[src/rtl/uart_pkg.sv]
// Shared UART definitions: receiver state encoding and frame-level constants
// common to the transmit and receive paths.
package uart_pkg;

  localparam int unsigned UART_DATA_W   = 8;
  localparam logic        UART_IDLE_LVL  = 1'b1;
  localparam logic        UART_START_LVL = 1'b0;
  localparam logic        UART_STOP_LVL  = 1'b1;

  typedef enum logic [2:0] {
    IDLE,
    START,
    DATA,
    PARITY,
    STOP
  } rx_state_e;

endpackage

[src/rtl/uart_sync2.sv]
// Two-flop synchroniser for a single asynchronous input; RESET_VAL sets the
// value both flops take under reset.
module uart_sync2 #(
  parameter logic RESET_VAL = 1'b1
) (
  input  logic clk,
  input  logic rst_n,
  input  logic i_d,
  output logic o_q
);

  logic r_meta;
  logic r_sync;

  always_ff @(posedge clk or negedge rst_n) begin
    if (!rst_n) begin
      r_meta <= RESET_VAL;
      r_sync <= RESET_VAL;
    end else begin
      r_meta <= i_d;
      r_sync <= r_meta;
    end
  end

  assign o_q = r_sync;

endmodule

[src/rtl/uart_rx.sv]
// UART receiver, 8N1 LSB first, mid-bit sampling, one-entry valid/ready holding register.
// Define UART_RX_PARITY_EN to add an even-parity bit and the parity_err output.
module uart_rx
  import uart_pkg::*;
#(
  parameter int unsigned CLOCK_FREQ = 50000000,
  parameter int unsigned BAUD_RATE  = 9600
) (
  input  logic                   clk,
  input  logic                   rst_n,
  input  logic                   rx,
  output logic [UART_DATA_W-1:0] data_out,
  output logic                   valid,
  input  logic                   ready,
  output logic                   frame_err,
  output logic                   overrun,
`ifdef UART_RX_PARITY_EN
  output logic                   parity_err,
`endif
  output logic                   busy
);

  localparam int unsigned CLKS_PER_BIT = CLOCK_FREQ / BAUD_RATE;
  localparam int unsigned CNT_W        = (CLKS_PER_BIT > 2) ? $clog2(CLKS_PER_BIT) : 1;
  localparam logic [CNT_W-1:0] HALF_M1 = CNT_W'(CLKS_PER_BIT / 2 - 1);
  localparam logic [CNT_W-1:0] FULL_M1 = CNT_W'(CLKS_PER_BIT - 1);

  logic                   w_rx_s;
  logic                   r_rx_d;
  rx_state_e              r_state, w_state_nxt;
  logic [CNT_W-1:0]       r_cnt, w_cnt_nxt;
  logic [2:0]             r_idx, w_idx_nxt;
  logic [UART_DATA_W-1:0] r_shift, w_shift_nxt;
  logic                   w_stop_ok;
  logic                   w_stop_bad;
`ifdef UART_RX_PARITY_EN
  logic                   r_par, w_par_nxt;
  logic                   w_par_bad;
`endif

  uart_sync2 #(.RESET_VAL(UART_IDLE_LVL)) u_sync (
    .clk   (clk),
    .rst_n (rst_n),
    .i_d   (rx),
    .o_q   (w_rx_s)
  );

  always_comb begin
    w_state_nxt = r_state;
    w_cnt_nxt   = r_cnt + 1'b1;
    w_idx_nxt   = r_idx;
    w_shift_nxt = r_shift;
    w_stop_ok   = 1'b0;
    w_stop_bad  = 1'b0;
`ifdef UART_RX_PARITY_EN
    w_par_nxt   = r_par;
    w_par_bad   = 1'b0;
`endif
    unique case (r_state)
      IDLE: begin
        w_cnt_nxt = '0;
        // Only a fresh 1->0 edge starts a frame, so a held-low break never retriggers.
        if (!w_rx_s && r_rx_d) w_state_nxt = START;
      end
      START: begin
        if (r_cnt == HALF_M1) begin
          w_cnt_nxt   = '0;
          w_idx_nxt   = '0;
          w_state_nxt = (w_rx_s == UART_START_LVL) ? DATA : IDLE;
        end
      end
      DATA: begin
        if (r_cnt == FULL_M1) begin
          w_cnt_nxt   = '0;
          w_shift_nxt = {w_rx_s, r_shift[UART_DATA_W-1:1]};
          w_idx_nxt   = r_idx + 3'd1;
          if (r_idx == 3'd7) begin
`ifdef UART_RX_PARITY_EN
            w_state_nxt = PARITY;
`else
            w_state_nxt = STOP;
`endif
          end
        end
      end
`ifdef UART_RX_PARITY_EN
      PARITY: begin
        if (r_cnt == FULL_M1) begin
          w_cnt_nxt   = '0;
          w_par_nxt   = w_rx_s;
          w_state_nxt = STOP;
        end
      end
`endif
      STOP: begin
        if (r_cnt == FULL_M1) begin
          w_cnt_nxt   = '0;
          w_state_nxt = IDLE;
          if (w_rx_s != UART_STOP_LVL) begin
            w_stop_bad = 1'b1;
`ifdef UART_RX_PARITY_EN
          end else if (^{r_shift, r_par}) begin
            w_par_bad = 1'b1;
`endif
          end else begin
            w_stop_ok = 1'b1;
          end
        end
      end
      default: begin
        w_cnt_nxt   = '0;
        w_state_nxt = IDLE;
      end
    endcase
  end

  always_ff @(posedge clk or negedge rst_n) begin
    if (!rst_n) begin
      r_state <= IDLE;
      r_cnt   <= '0;
      r_idx   <= '0;
      r_shift <= '0;
      r_rx_d  <= UART_IDLE_LVL;
`ifdef UART_RX_PARITY_EN
      r_par   <= 1'b0;
`endif
    end else begin
      r_state <= w_state_nxt;
      r_cnt   <= w_cnt_nxt;
      r_idx   <= w_idx_nxt;
      r_shift <= w_shift_nxt;
      r_rx_d  <= w_rx_s;
`ifdef UART_RX_PARITY_EN
      r_par   <= w_par_nxt;
`endif
    end
  end

  always_ff @(posedge clk or negedge rst_n) begin
    if (!rst_n) begin
      data_out   <= '0;
      valid      <= 1'b0;
      frame_err  <= 1'b0;
      overrun    <= 1'b0;
`ifdef UART_RX_PARITY_EN
      parity_err <= 1'b0;
`endif
    end else begin
      frame_err  <= w_stop_bad;
      overrun    <= w_stop_ok && valid && !ready;
`ifdef UART_RX_PARITY_EN
      parity_err <= w_par_bad;
`endif
      // Same-cycle delivery wins over the handshake clear so the new byte is not lost.
      if (w_stop_ok && (!valid || ready)) begin
        data_out <= r_shift;
        valid    <= 1'b1;
      end else if (valid && ready) begin
        valid <= 1'b0;
      end
    end
  end

  assign busy = (r_state != IDLE);

endmodule
[config.mk]
export PLATFORM = sky130hd
export DESIGN_NAME = uart_rx
export DESIGN_NICKNAME = d
export VERILOG_FILES = /design/src/rtl/uart_pkg.sv /design/src/rtl/uart_sync2.sv /design/src/rtl/uart_rx.sv
export SDC_FILE = /design/constraint.sdc
export NUM_CORES = 1
export LEC_CHECK = 0
export ABC_AREA = 1
export BUFFER_PORTS_ARGS = -buffer_cell sky130_fd_sc_hd__buf_2
export CAP_MARGIN = 15
export CORE_MARGIN = 1.5
export CORE_UTILIZATION = 35
export CTS_CLUSTER_SIZE = 8
export DETAILED_ROUTE_END_ITERATION = 8
export SETUP_SLACK_MARGIN = 0.15
export SYNTH_ARGS = -nofsm -noshare
export SYNTH_HDL_FRONTEND = slang
export SYNTH_SLANG_ARGS = --single-unit
[constraint.sdc]
create_clock -name clk -period 2 [get_ports clk]
set_clock_uncertainty 0.05 [all_clocks]
set_input_delay 0.2 -clock clk [delete_from_list [all_inputs] [get_ports clk]]
set_output_delay 0.2 -clock clk [all_outputs]
set_load 0.005 [all_outputs]
==> metrics.txt <==
status=completed; xor/xnor share of the synthesized area=0.9109%; register area share after synthesis=53.55%; vias per cell=4.571; Syn Nets=227; Num CTS Buffers=5; Fillers=538; Clock Pin Slew Worst Setup and Hold Paths=0.08 ns; Max clock buf depth=2; CTS tree=built; area fraction of the dominant cell type after synthesis=49.45%; adder-cell share of the synthesized area=1.952%; Worst setup EP type=register; Max Clk Rate=585.6 MHz; Final #Nets=255; Mapped Area=1923 um2; Die W=77.13 um; FFs w/ async S/R, synth=100.0%; # Max-Cap Violations=0; RSZ-0062 raised after global routing=true; Final Hold Viols=0; Residual DRC=0; vias in the first global route=1369; Hold Crit Class=in -> reg; syn_area_per_cell=8.741 um2; Leak Pwr=1.073 nW; Clock Sinks=41; FP Rows=26; complex-gate fraction of the synthesized area=9.499%; Worst-Margin Slew=0.4867 ns; Ports=16; mux share of post-synthesis cell area=0%; worst skew pair latency=0.29 ns; GRT overflow=0; Post-synth EDFFs=0; power per cell area=871.3 nW/um2; Final Power=1.957 mW; WL/cell=11.78 um; crit-path cells=ha_1, nand2_2, nor2_4, nand3_4, nor2_4, inv_2, or2_0, nand2_1; die footprint=5948 um2; Inst Count DP=306; drt pass-1 iters=4; largest area contributor in the netlist=dfrtp_1; crit path time final=1.708 ns; Critical Path AT=1.89 ns; Routed Antenna Nets=0; fraction of layout cells with a size suffix above 1=21.69%; Max VDD drop=0.0004993 V; Final Max Tran Viols=0; Synth Area in Simple Gates=26.28%; slowest CP cell=dfrtp_1; crit-path most repeated cell=nor2_4; GPL Wtd Cong=0.8813; gr usage total=13.02%; main combinational cell family by area after synthesis=simple AND/OR/NAND/NOR gates; delay-heaviest family, CP=simple AND/OR/NAND/NOR gates; sequential cell area=1030 um2; Synth Flop Type=dfrtp_1; Post-synth top cells=nand2_1 (53), dfrtp_1 (38), inv_1 (30); yosys warns=0; setup TNS=0 ns; max incr delay on CP=0.37 ns; Post-Syn Instances=220; CP Launch Type=register; critical path class=reg -> reg; first-pass GRT wire length=6113 um; Core Footprint=5205 um2; count leader, synth=nand2_1; largest net degree at the start of global routing=23; number of port buffers=15; area occupied by multi-input gates=760.7 um2; period utilization=85.38%; Layout Cells excl Fill=319; top post-synthesis cells by area=dfrtp_1 (49%), nand2_1 (10%), inv_1 (5.9%), nor2_1 (4.5%), dfstp_2 (4.1%); H-tree depth=2; final-report setup violation count=0; number of synthesized register bits=41; unique cell type count in the Yosys netlist=24; Worst EP required=2.19 ns; initial antenna violation count=0; initial core utilization=36.95%; via count=1458; Layout area overhead=16.79%; CP bufs+invs=1; DRT Wirelength=3757 um; DP HPWL=2640 um; Die Ht=77.13 um; crit-path max FO=11; CTS root buffer=clkbuf_8; starting DRC count in detailed routing=86; Antenna Cells=0; Worst slew margin=67.55%
-- cell type report --
class / instances / area share, %
Clock buffer: 5 / 3.064
Inverter: 35 / 5.850
Tap cell: 70 / 3.900
Clock inverter: 3 / 1.003
Multi-Input combinational cell: 143 / 33.87
Sequential cell: 41 / 45.85
Timing Repair Buffer: 22 / 6.462
-- metal layers --
layer	vias to the layer above	track usage [%]	part of all wire [%]
met4	0	4.000	1.3
met3	6	3.333	3.6
met5	-	0	0
met1	674	17.31	48
met2	25	20.79	47
li1	753	-	-
-- power breakdown --
part	total [mW]	leakage (nW)	switching (mW)	internal, mW
Sequential	0.914	0.557	0.0332	0.881
Combinational	0.501	0.468	0.343	0.158
Clock	0.541	0.0481	0.294	0.247
-- tightest hold or removal path, delay by kind of cell --
family,cells,cell delay (ns)
AND/OR/NAND/NOR,2,0.30
buffers and inverters,2,0.10
-- kinds of logic after synthesis --
logic type,count (synthesis)
AO/OA/AOI/OAI,30
XOR/XNOR,2
buffers and inverters,37
flip-flops,41
AND/OR/NAND/NOR,107
adder cells (fa/ha/maj),3
-- worst paths after layout --
check	to	depth (start not counted)	slack, ns	from
worst max-delay path	r_idx[0]$_DFFE_PN0P_	8	0.29	r_cnt[0]$_DFF_PN0_
worst min-delay path	overrun$_DFF_PN0_	4	0.30	ready
worst max register to register	r_idx[0]$_DFFE_PN0P_	8	0.29	r_cnt[0]$_DFF_PN0_
worst min register to register	u_sync.o_q$_DFF_PN1_	0	0.31	u_sync.r_meta$_DFF_PN1_
max in group asynchronous	r_rx_d$_DFF_PN1_	3	0.99	rst_n
min in group asynchronous	r_shift[2]$_DFFE_PN0P_	2	0.35	rst_n
-- what timing repair did --
item / 4_1_cts / 5_1_grt
endpoints found under the hold margin: 20 / 0
hold buffers: 2 / 0
endpoints found under the setup margin: 0 / 9
buffers inserted: 0 / 2
resized for setup: 0 / 1
-- sequential cells by signal, indices dropped and copies added, names as in the netlist --
register / flops
r_rx_d: 1
frame_err: 1
u_sync.o_q: 1
valid: 1
overrun: 1
r_state: 3
u_sync.r_meta: 1
r_cnt: 13
r_idx: 3
r_shift: 8
data_out: 8
-- cells in the final DEF, fill, tap and decap left out, types with 3 or more instances in the layout --
master    synthesis  final
ha_1              3      3
nand3_4           2      3
dfrtp_1          38     38
dfstp_2           3      3
buf_4             1      4
nand4_1           6      6
clkbuf_8          0      5
buf_2             0     15
nand2_1          53     53
nor2_4            4      4
o21ai_0          14     14
o21ai_2           8      8
nor2_1           23     23
nor3_1            6      6
inv_2             5      5
a21oi_1           6      6
nand3_1           8      8
inv_1            30     30
-- metrics by stage --
step	instance area, um2	hold slack (ns)	worst slack, ns	util [%]
2_1_floorplan	1923	-0.1456	0.4507	-
3_3_place_gp	2102	0.1509	0.2968	40.38
3_5_place_dp	2102	0.1455	0.2795	40.38
4_1_cts	2213	0.1850	0.2701	42.52
5_1_grt	2246	0.3228	0.1323	43.15
6_report	2246	0.2977	0.2924	43.15
No activity file was read; power rests on OpenSTA's default activity.
